$ cat config.mk
export PLATFORM = sky130hd
export DESIGN_NAME = program_loader
export DESIGN_NICKNAME = d
export VERILOG_FILES = /design/src/rtl/program_loader.sv
export SDC_FILE = /design/constraint.sdc
export NUM_CORES = 1
export LEC_CHECK = 0
export CAP_MARGIN = 10
export CORE_AREA = 2 2 93 95
export DETAILED_ROUTE_END_ITERATION = 8
export DIE_AREA = 0 0 95 97
export PLACE_DENSITY = 0.75
export SYNTH_ARGS = -nofsm -noshare
export SYNTH_HDL_FRONTEND = slang
export SYNTH_SLANG_ARGS = --single-unit
$ cat constraint.sdc
create_clock -name clock -period 2.3 [get_ports clock]
set_clock_uncertainty 0.05 [all_clocks]
set_input_delay 0.46 -clock clock [delete_from_list [all_inputs] [get_ports clock]]
set_output_delay 0.46 -clock clock [all_outputs]
set_load 0.03 [all_outputs]
$ cat src/rtl/program_loader.sv
// rtl/program_loader.sv - length-prefixed byte-stream loader that writes 32-bit words to instruction memory
module program_loader #(
  parameter int ADDR_WIDTH     = 8,
  parameter int TIMEOUT_CYCLES = 1024
) (
  input  logic                  clock,
  input  logic                  reset,
  input  logic                  startProgramLoading,
  input  logic                  rxValid,
  input  logic [7:0]            rxByte,
  output logic                  writeEnable,
  output logic [ADDR_WIDTH-1:0] writeAddress,
  output logic [31:0]           writeData,
  output logic                  loading,
  output logic                  programLoaded,
  output logic                  loadError
);

  localparam int TW = $clog2(TIMEOUT_CYCLES + 1);
  localparam logic [TW-1:0]       TMO_LAST = TW'(TIMEOUT_CYCLES - 1);
  localparam logic [32:0]         CAPACITY = 33'(1) << ADDR_WIDTH;
  localparam logic [ADDR_WIDTH:0] ONE_W    = 1;

  typedef enum logic [1:0] {S_IDLE, S_HEADER, S_DATA, S_DONE} state_t;

  state_t                state_q, state_d;
  logic [1:0]            idx_q, idx_d;
  logic [23:0]           sh_q, sh_d;
  logic [ADDR_WIDTH:0]   n_q, n_d;
  logic [ADDR_WIDTH-1:0] addr_q, addr_d;
  logic [TW-1:0]         tmo_q, tmo_d;
  logic                  pend_ok_q, pend_ok_d;
  logic                  pend_err_q, pend_err_d;
  logic                  we_q, we_d;
  logic [ADDR_WIDTH-1:0] waddr_q, waddr_d;
  logic [31:0]           wdata_q, wdata_d;
  logic                  loading_q, loading_d;
  logic                  loaded_q, loaded_d;
  logic                  err_q, err_d;

  logic [31:0] word;
  logic [32:0] hdr_n;

  always_comb begin
    word       = {sh_q, rxByte};
    hdr_n      = {1'b0, word};
    state_d    = state_q;
    idx_d      = idx_q;
    sh_d       = sh_q;
    n_d        = n_q;
    addr_d     = addr_q;
    tmo_d      = tmo_q;
    pend_ok_d  = 1'b0;
    pend_err_d = 1'b0;
    we_d       = 1'b0;
    waddr_d    = waddr_q;
    wdata_d    = wdata_q;
    loading_d  = loading_q;
    loaded_d   = loaded_q;
    err_d      = err_q;

    case (state_q)
      S_IDLE, S_DONE: begin
        // Flags land one cycle after entering DONE so the last write commits first.
        if (pend_ok_q)  loaded_d = 1'b1;
        if (pend_err_q) err_d    = 1'b1;
        if (startProgramLoading) begin
          state_d   = S_HEADER;
          loading_d = 1'b1;
          loaded_d  = 1'b0;
          err_d     = 1'b0;
          idx_d     = '0;
          addr_d    = '0;
          waddr_d   = '0;
          tmo_d     = '0;
        end
      end
      S_HEADER, S_DATA: begin
        if (rxValid) begin
          tmo_d = '0;
          sh_d  = word[23:0];
          idx_d = idx_q + 2'd1;
          if (idx_q == 2'd3) begin
            if (state_q == S_HEADER) begin
              if (hdr_n == 33'd0) begin
                state_d   = S_DONE;
                loading_d = 1'b0;
                pend_ok_d = 1'b1;
              end else if (hdr_n > CAPACITY) begin
                state_d    = S_DONE;
                loading_d  = 1'b0;
                pend_err_d = 1'b1;
              end else begin
                state_d = S_DATA;
                n_d     = hdr_n[ADDR_WIDTH:0];
                addr_d  = '0;
              end
            end else begin
              we_d    = 1'b1;
              wdata_d = word;
              waddr_d = addr_q;
              addr_d  = addr_q + 1'b1;
              if (({1'b0, addr_q} + ONE_W) == n_q) begin
                state_d   = S_DONE;
                loading_d = 1'b0;
                pend_ok_d = 1'b1;
              end
            end
          end
        end else if (tmo_q == TMO_LAST) begin
          // Any partially assembled word is simply dropped.
          state_d    = S_DONE;
          loading_d  = 1'b0;
          pend_err_d = 1'b1;
        end else begin
          tmo_d = tmo_q + 1'b1;
        end
      end
      default: state_d = S_IDLE;
    endcase
  end

  always_ff @(posedge clock) begin
    if (reset) begin
      state_q    <= S_IDLE;
      idx_q      <= '0;
      sh_q       <= '0;
      n_q        <= '0;
      addr_q     <= '0;
      tmo_q      <= '0;
      pend_ok_q  <= 1'b0;
      pend_err_q <= 1'b0;
      we_q       <= 1'b0;
      waddr_q    <= '0;
      wdata_q    <= '0;
      loading_q  <= 1'b0;
      loaded_q   <= 1'b0;
      err_q      <= 1'b0;
    end else begin
      state_q    <= state_d;
      idx_q      <= idx_d;
      sh_q       <= sh_d;
      n_q        <= n_d;
      addr_q     <= addr_d;
      tmo_q      <= tmo_d;
      pend_ok_q  <= pend_ok_d;
      pend_err_q <= pend_err_d;
      we_q       <= we_d;
      waddr_q    <= waddr_d;
      wdata_q    <= wdata_d;
      loading_q  <= loading_d;
      loaded_q   <= loaded_d;
      err_q      <= err_d;
    end
  end

  assign writeEnable   = we_q;
  assign writeAddress  = waddr_q;
  assign writeData     = wdata_q;
  assign loading       = loading_q;
  assign programLoaded = loaded_q;
  assign loadError     = err_q;

endmodule

# == After elaboration in Yosys (flattened, before gate mapping) ==
# Cells that the tools add are included.
# totals
wordCells,111
rom_bits,0
out_inout_bits,44
memories,0
inputBits,12
mem_bits_rw,0
reg_bits,102
latch_bits,0
# classes
shifts,0
mux,50
add_sub_neg,4
n_reduce_logical,19
n_lt_le_gt_ge,1
mul,0
bitwise_logic,6
div_mod_pow,0
eq_ne,17
# ops
op,count
8-bit 2-to-1 mux,9
11-bit 2-to-1 mux,3
"32-bit by 9-bit > comparator with 1-bit output, second input constant",1
32-bit zero test,1
8-bit case mux with 2 select lines,2
1-bit 2-to-1 mux,24
11-bit case mux with 2 select lines,1
2-bit 2-to-1 mux,8
"3-bit != test, second input constant",5
4-bit AND reduction,3
"11-bit by 1-bit adder with 11-bit output, second input constant",1
"11-bit by 10-bit == test with 1-bit output, second input constant",1
2-bit AND reduction,5
5-bit AND reduction,2
"8-bit by 1-bit adder with 9-bit output, second input constant",1
9-bit == test,1
"8-bit by 1-bit adder with 8-bit output, second input constant",1
"2-bit != test, second input constant",4
2-bit case mux with 2 select lines,2
"2-bit == test, second input constant",3
1-bit inverter,6
6-bit AND reduction,1
2-bit OR reduction,3
"5-bit != test, second input constant",1
7 further kinds,8

# == Longest topological paths before layout ==
# Gate-level depths: netlist (run 1).
# logic_depth
word_depth,7
ltp_mapped,10
ltp_nobuf,8

# == Worst setup path before layout (run 1) ==
# OpenSTA, ideal clock, no wires.
# synth_path
kind,reg2reg
startpoint,register addr_q[0]
endpoint,register loading_q (netlist: loading)
setup_slack_ps,225
setup_ps,131
path_stages_with_launch,8
n_path_buf,1
period_less_slack_ps,2075
arrival_time_ps,1894
required_time_ps,2119
path_cell_list,dfxtp_1 -> buf_4 -> nand2_1 -> or3_1 -> a2111o_1 -> a2111oi_4 -> o2111a_1 -> nor3_1
# synth_between
elab_chain_cells,4
# synth_rtl
item,line,source
start: declaration,30,"logic [ADDR_WIDTH-1:0] addr_q, addr_d;"
start signal: assignment,144,addr_q <= addr_d;
8-bit by 1-bit adder with 9-bit output,103,"if (({1'b0, addr_q} + ONE_W) == n_q) begin"
9-bit == test,103,
4-bit != test (no line),--,
5-bit AND reduction (no line),--,
end signal: assignment,151,loading_q <= loading_d;
end: declaration,37,"logic loading_q, loading_d;"
# No other way between the ends.
# A chain may end at the register's enable or synchronous reset.

# == Final worst setup path (run 1) ==
# layout_path
startpoint,register sh_q[14]
endpoint,register n_q[0]
# layout_between
elab_chain_cells,3
word_cells_on_any_way,5
cone_classes,order compare (1); bitwise (2); reduce/logical (2)
# layout_rtl
item,line,source
start: declaration,28,"logic [23:0] sh_q, sh_d;"
start signal: assignment,127,sh_q <= '0;
start signal: assignment,142,sh_q <= sh_d;
32-bit by 9-bit > comparator with 1-bit output or 32-bit zero test (tied branches),"89, 85",
1-bit inverter (no line),--,
6-bit AND reduction (no line) (*),--,
end signal: assignment,143,n_q <= n_d;
end: declaration,29,"logic [ADDR_WIDTH:0] n_q, n_d;"
# Mark *: on every way between the ends. The rest lies on a longest branch, timed or not.

==> run summary, run 1 <==
TritonCTS clock tree = built
WL final = 10.9 mm
Met2 Usage GRT = 37.8%
Cells along the critical path = nor4_1, nand4_1, buf_4, nor4_4, nor3b_4, buf_4, mux2i_1, nor2_1
Crit-path max FO = 4
Fmax = 435 MHz
Rows = 33
Residual DRC count = 0
Sw power = 1060 uW
First-iteration detailed-routing DRC count = 242
Power share of the combinational group = 16.9%
Fin Setup TNS = 0 ns
Switching share of power = 29.9%
Vias in the first global route = 3,742
Seq pwr share = 51.9%
Wire per inst = 15.3 um
H-tree depth = 3
WS Path Type = flip-flop to flip-flop
TritonCTS buffer count = 9
Hold Crit Class = flip-flop to flip-flop
Placer Congestion = 0.882
CTS max path bufs = 2
Mapped Nets = 528
Clock power frac = 31.2%
Final hold slack = 0.407 ns
Syn_area_per_cell = 8.21 um^2
Core area = 0.00813 mm^2
Starting Density = 51.7%
Clock Latency Late Sink = 0.38 ns
Inserted Diodes = 0
Cell-internal power = 2470 uW
Worst-path clk slew = 0.10 ns
Crit end category = flip-flop
Largest net degree at the start of global routing = 40
Pwr Total = 3530 uW
PwrDens = 649 mW/mm^2
Number of synthesized flops with an enable pin = 0
Port Buf Inserts = 55
Busiest grt layer = met2
Clock net sink count = 102
Synthesis-to-layout area growth = 29.2%
Slew @ Worst Pin = 0.443 ns
Overall Global Routing Usage = 24.1%
First-pass GRT wire length = 17.7 mm
Vias/cell = 5.56
Antenna violations before repair = 0
Antenna Violating Nets Remaining = 0
Final period utilization = 99.9%
Die area = 0.00922 mm^2
Leak Pwr = 0.00188 uW
Post-Syn Area = 0.00421 mm^2
Post-synthesis sequential area ratio = 48.6%
Number of max-cap violations = 0
Die width = 95 um
Drt first pass iters = 5
Fin nets = 617
VDD IR max = 0.371 mV
Startpoint types = flip-flop
Min Clock Period, post-route = 2.30 ns
Die Y = 97 um
Met1 Use GR = 33.2%
Crit-path most repeated cell = buf_4
Slew Viols, Final = 0
Yosys warns = 0
Util after Layout = 66.8%
Crit-path max cell delay = 0.36 ns
Crit path arrival time = 2.50 ns
Met3 Resource Use GR = 4.28%
Via total after detailed routing = 3,951
Slowest CP cell = dfxtp_1
Fin. Hold Viols = 0
I/O pins = 56
Grt ovf = 0
Share of cells above drive strength 1 = 15.7%
Root Buffer = clkbuf_8
Status = completed
Yosys cell types = 45
Headroom to the max-slew limit = 70.5%
Fraction of registers with async set or reset after synthesis = 0%
Setup violators final = 0
HPWL after DPL = 7.66 mm
#FFs+latches synth = 102
RSZ-0062 raised after global routing = yes
Synth Instances = 512
Crit path required time = 2.50 ns
Most used flip-flop cell after synthesis = dfxtp_1
-- final cells by class --
| cell class | count | area, um^2 |
|---|---|---|
| Multi-Input combinational cell | 370 | 2060 |
| Sequential cell | 102 | 2050 |
| Fill cell | 667 | 2700 |
| Tap cell | 105 | 131 |
| Inverter | 7 | 26.3 |
| Clock inverter | 7 | 67.6 |
| Timing Repair Buffer | 111 | 982 |
| Clock buffer | 9 | 124 |
-- cells in the final DEF, fill, tap and decap left out, types with 2 or more instances in the layout --
master,instances
clkbuf_8,9
or4_1,2
nor4_2,2
nor3_1,9
a31oi_1,3
nand2b_1,4
a21o_1,3
xnor2_1,7
inv_6,2
dfxtp_1,97
nand3_1,11
nor3b_1,2
nand4_1,8
nor2_1,33
mux2i_1,9
and2_1,3
nand2_1,130
o211ai_1,2
xor2_1,9
o21ai_0,8
clkdlybuf4s50_1,54
nor2b_1,2
nor3_2,2
a21oi_1,72
buf_4,54
dfxtp_2,5
clkinvlp_4,3
a22o_1,8
inv_1,7
ha_1,3
or3_1,4
nor4_1,8
a311oi_1,5
-- worst max-delay path, delay by kind of cell (launching register included) --
kind | cells | cell delay [ns]
buffers and inverters | 2 | 0.38
flip-flops | 1 | 0.36
multiplexers | 1 | 0.21
AND/OR/NAND/NOR | 5 | 1.18
-- Yosys cell counts, drive strengths merged (2+ instances only) --
cell type    n  area (um^2)
a21boi       2         15.0
a21o         3         22.5
a21oi       73          369
a22o         8         70.1
a311oi       5         43.8
a31oi        3         18.8
and2         3         18.8
buf          9         58.8
clkbuf      24         90.1
dfxtp      102         2040
ha           4         50.1
inv          7         26.3
mux2i       10          100
nand2      130          488
nand2b       4         25.0
nand3       12         65.1
nand4        8         50.1
nor2        33          124
nor2b        2         12.5
nor3        11         55.1
nor3b        3         22.5
nor4        11         68.8
o211ai       2         15.0
o21ai        9         48.8
or3          4         25.0
or4          2         15.0
xnor2        7         61.3
xor2         9         78.8
-- logic make-up after synthesis --
kind of cell / count (synthesis) / synth area share [%]
compound gates: 115 / 17.0
xor+xnor: 16 / 3.33
fa+ha+maj: 4 / 1.19
buf+inv: 40 / 4.17
flops: 102 / 48.6
mux: 10 / 2.38
simple gates: 225 / 23.4
-- per-layer routing --
layer | wire length [um] | part of all wire (%)
met5 | 0 | 0
met3 | 624 | 5.7
met2 | 5120 | 47
met4 | 151 | 1.4
met1 | 4980 | 46
-- power groups by stage --
| stage | sequential (uW) | clock [uW] | combinational, uW |
|---|---|---|---|
| 2_1_floorplan | 1870 | 0 | 291 |
| 3_3_place_gp | 1870 | 0 | 486 |
| 3_5_place_dp | 1870 | 0 | 498 |
| 4_1_cts | 1830 | 1110 | 540 |
| 5_1_grt | 1840 | 1180 | 636 |
| 6_report | 1830 | 1100 | 595 |
-- path summary, 6_finish.rpt --
kind | start | end | cells past startpoint | slack, ns
max | sh_q[14] | n_q[0] | 8 | 0.003
min | state_q[0] | state_q[0] | 2 | 0.41
max reg2reg | sh_q[14] | n_q[0] | 8 | 0.003
min reg2reg | state_q[0] | state_q[0] | 2 | 0.41
-- flip-flops by register name (all words and copies together), names as in the netlist --
signal	count
state_q	2
addr_q	8
loadError	1
n_q	9
loading	1
tmo_q	11
writeData	32
sh_q	24
programLoaded	1
idx_q	2
writeAddress	8
pend_err_q	1
writeEnable	1
pend_ok_q	1
-- what timing repair did --
item,4_1_cts,5_1_grt
hold buffers,0,0
pin swaps,2,5
setup buffers,2,2
endpoints found under the setup margin,12,20
cloned,1,0
resized for setup,7,13
-- through the flow --
stage	instance area, um^2	cells	setup slack (ns)
floorplan	4210	512	0.225
global placement	5130	690	-0.371
detailed placement	5130	690	-0.406
CTS	5370	709	0.00196
global route	5440	711	-0.0650
finish	5440	711	0.00268
No activity file was read; power rests on OpenSTA's default activity.
==> run 2: changes to the inputs <==
==> config.mk (replaced) <==
export PLATFORM = sky130hd
export DESIGN_NAME = program_loader
export DESIGN_NICKNAME = d
export VERILOG_FILES = /design/src/rtl/program_loader.sv
export SDC_FILE = /design/constraint.sdc
export NUM_CORES = 1
export LEC_CHECK = 0
export ABC_AREA = 1
export CAP_MARGIN = 10
export CORE_AREA = 4 4 94 96
export DETAILED_ROUTE_END_ITERATION = 8
export DIE_AREA = 0 0 98 100
export PLACE_DENSITY = 0.77
export SYNTH_ARGS = -nofsm -noshare
export SYNTH_HDL_FRONTEND = slang
export SYNTH_SLANG_ARGS = --single-unit
==> run 2 against run 1 <==
Via count decreased by 4.1%. Critical path depth is 1 higher. Cell count is 2.5% higher. Synthesized area down 0.18%. Critical path type unchanged. Critical endpoint is now writeAddress[4]. Largest power group unchanged.
==> run summary, run 2 <==
Top post-synthesis cells by area = dfxtp_1 49%, o21ai_0 9.4%, a21oi_1 8.5%
Most frequent cells in the layout = 102 x dfxtp_1, 79 x o21ai_0, 72 x nor2_1
Final WS setup = 0.233 ns (+0.230 ns)
Antenna Violating Nets Remaining = 0 (unchanged)
Die Y = 100 um (+3.1%)
Drt first pass iters = 5 (unchanged)
Max reg flops = 32 (unchanged)
Startpoint types = flip-flop
TritonCTS clock tree = built
Crit path arrival time = 2.32 ns (-0.18 ns)
Synthesis-to-layout area growth = 22.4%
Grt ovf = 0 (unchanged)
H-tree depth = 3 (unchanged)
RSZ-0062 raised after global routing = no
Starting Density = 52.1% (+0.44 points)
HPWL after DPL = 6.92 mm (-9.8%)
Clock net sink count = 102 (unchanged)
Most used flip-flop cell after synthesis = dfxtp_1
Overall Global Routing Usage = 20.1% (-4.0 points)
#FFs+latches synth = 102 (unchanged)
Vias/cell = 5.20 (-6.5%)
Crit-path max FO = 10 (+6)
Residual DRC count = 0 (unchanged)
PwrDens = 966 mW/mm^2 (+49%)
Worst r2r src = state_q[1]
Yosys cell types = 32 (-29%)
Final period utilization = 89.9% (-10 points)
TritonCTS buffer count = 9 (unchanged)
Post-Syn Area = 0.00420 mm^2 (-0.18%)
Die width = 98 um (+3.2%)
WS Path Type = flip-flop to flip-flop
Worst reg2reg endpoint = writeAddress[4]
Share of cells above drive strength 1 = 9.29% (-6.4 points)
Synth Instances = 557 (+8.8%)
Largest area contributor in the netlist = dfxtp_1
Yosys top cell area share = 48.6% (+0.087 points)
Status = completed
Final cell count without fillers = 729 (+2.5%)
Via total after detailed routing = 3,789 (-4.1%)
Yosys warns = 0 (unchanged)
Die area = 0.00980 mm^2 (+6.3%)
CTS max path bufs = 2 (unchanged)
Core area = 0.00805 mm^2 (-1.0%)
Setup slack at placement = -0.0250 ns (+0.381 ns)
Largest net degree at the start of global routing = 49 (+23%)
First-pass GRT wire length = 16.4 mm (-7.7%)
Root Buffer = clkbuf_8
Fin Setup TNS = 0 ns (unchanged)
Post-synthesis sequential area ratio = 48.6% (+0.087 points)
Hold Crit Class = flip-flop to flip-flop
Leading cell types by count after synthesis = 102 x dfxtp_1, 79 x o21ai_0, 72 x nor2_1, 71 x a21oi_1, 70 x nand2_1
VDD IR max = 0.608 mV (+64%)
I/O pins = 56 (unchanged)
Slew @ Worst Pin = 0.517 ns (+0.0733 ns)
Wire per inst = 13.1 um (-14%)
Most common cell after layout, fill and taps aside = dfxtp_1
Antenna violations before repair = 0 (unchanged)
Crit end category = flip-flop
Dpl cells = 713 (+3.3%)
Fin nets = 635 (+2.9%)
WHS Path Cells = 2 (unchanged)
Syn_area_per_cell = 7.54 um^2 (-8.2%)
Hold_sp = n_q[0]
Fin. Hold Viols = 0 (unchanged)
Placer Congestion = 0.861 (-2.4%)
Reg2reg path depth = 9 (+1)
Inserted Diodes = 0 (unchanged)
Setup violators final = 0 (unchanged)
FF-to-FF setup slack = 0.23 ns (+0.23 ns)
Crit path required time = 2.55 ns (+0.05 ns)
Number of max-cap violations = 0 (unchanged)
Number of synthesized flops with an enable pin = 0 (unchanged)
Fmax = 484 MHz (+11%)
Worst-path clk slew = 0.10 ns (about the same)
Port Buf Inserts = 55 (unchanged)
Count leader, synth = dfxtp_1
Mapped Nets = 573 (+8.5%)
Headroom to the max-slew limit = 65.5% (-4.9 points)
First-iteration detailed-routing DRC count = 171 (-29%)
Leak Pwr = 0.00202 uW (+7.4%)
Min Clock Period, post-route = 2.07 ns (-0.230 ns)
Vias in the first global route = 3,579 (-4.4%)
Pwr Total = 4970 uW (+41%)
WHS Endpoint = n_q[0]
Final hold slack = 0.422 ns (+0.0150 ns)
WL final = 9.56 mm (-12%)
Slew Viols, Final = 0 (unchanged)
Clock Latency Late Sink = 0.37 ns (about the same)
Rows = 33 (unchanged)
Fraction of registers with async set or reset after synthesis = 0% (unchanged)
[run 2: changes by cell type after synthesis, moves of 9 or more]
| cell | change |
|---|---|
| clkbuf_1 | -9 |
| inv_1 | +51 |
| mux2i_1 | -10 |
| nand2_1 | -60 |
| nand3_1 | +13 |
| nor2_1 | +39 |
| nor4_1 | -11 |
| o21ai_0 | +71 |
[run 2: critical path, stage by stage (launching register included)]
cell and delay, ns:
dfxtp_1 0.32, inv_1 0.05, ha_1 0.39, nor2_1 0.30
inv_2 0.14, nor2_2 0.19, inv_2 0.16, nor2_2 0.16
inv_1 0.12, o22ai_1 0.13
[run 2: power breakdown]
group          switching (uW)  internal [uW]
combinational            1070            544
sequential                173           2010
clock                     650            516
total                    1890           3070
[run 2: how the worst max path moves through the flow]
| stage | startpoint | to | slack [ns] |
|---|---|---|---|
| after floorplan | state_q[1] | addr_q[6] | 0.52 |
| after global placement | rxByte[0] | addr_q[0] | 0.05 |
| after CTS | state_q[1] | addr_q[0] | 0.19 |
| after detailed placement | rxByte[2] | addr_q[0] | -0.02 |
| after global routing | state_q[1] | state_q[0] | 0.04 |
| final | state_q[1] | writeAddress[4] | 0.23 |
[run 2: metal layers]
metal  up-vias  wire [um]  track usage (%)  part of all wire (%)
li1       1964          -                -                     -
met1      1724       4340             25.2                    45
met2        84       4670             34.3                    49
met3        17        392             4.38                   4.1
met4         0        157             6.92                   1.6
met5         -          0                0                     0
[run 2: final cells by class]
| type | count | area, um^2 |
|---|---|---|
| clock buffer | 9 | 124 |
| clock inverter | 7 | 81.3 |
| fill | 701 | 2910 |
| inverter | 62 | 233 |
| multi-input combinational | 369 | 1820 |
| sequential | 102 | 2040 |
| tap | 105 | 131 |
| timing repair buffer | 75 | 713 |
[run 2: cells by family (layout without fill, tap and decap cells)]
logic type,Yosys count,after routing,synth area share [%]
buffers and inverters,86,153,8.17
AO/OA/AOI/OAI,164,164,20.1
AND/OR/NAND/NOR,198,198,21.3
flip-flops,102,102,48.6
XOR/XNOR,3,3,0.626
adder cells (fa/ha/maj),4,4,1.19
[run 2: what timing repair did]
| action | 4_1_cts | 5_1_grt |
|---|---|---|
| setup buffers | 0 | 0 |
| resized for setup | 0 | 1 |
| hold buffers | 0 | 0 |
| setup endpoints to repair | 0 | 2 |
[run 2: stage by stage]
step | utilization, % | cell area (um^2)
CTS | 63.8 | 5140
global route | 63.8 | 5140
detailed placement | 61.3 | 4930
finish | 63.8 | 5140
global placement | 61.3 | 4930
floorplan | - | 4200
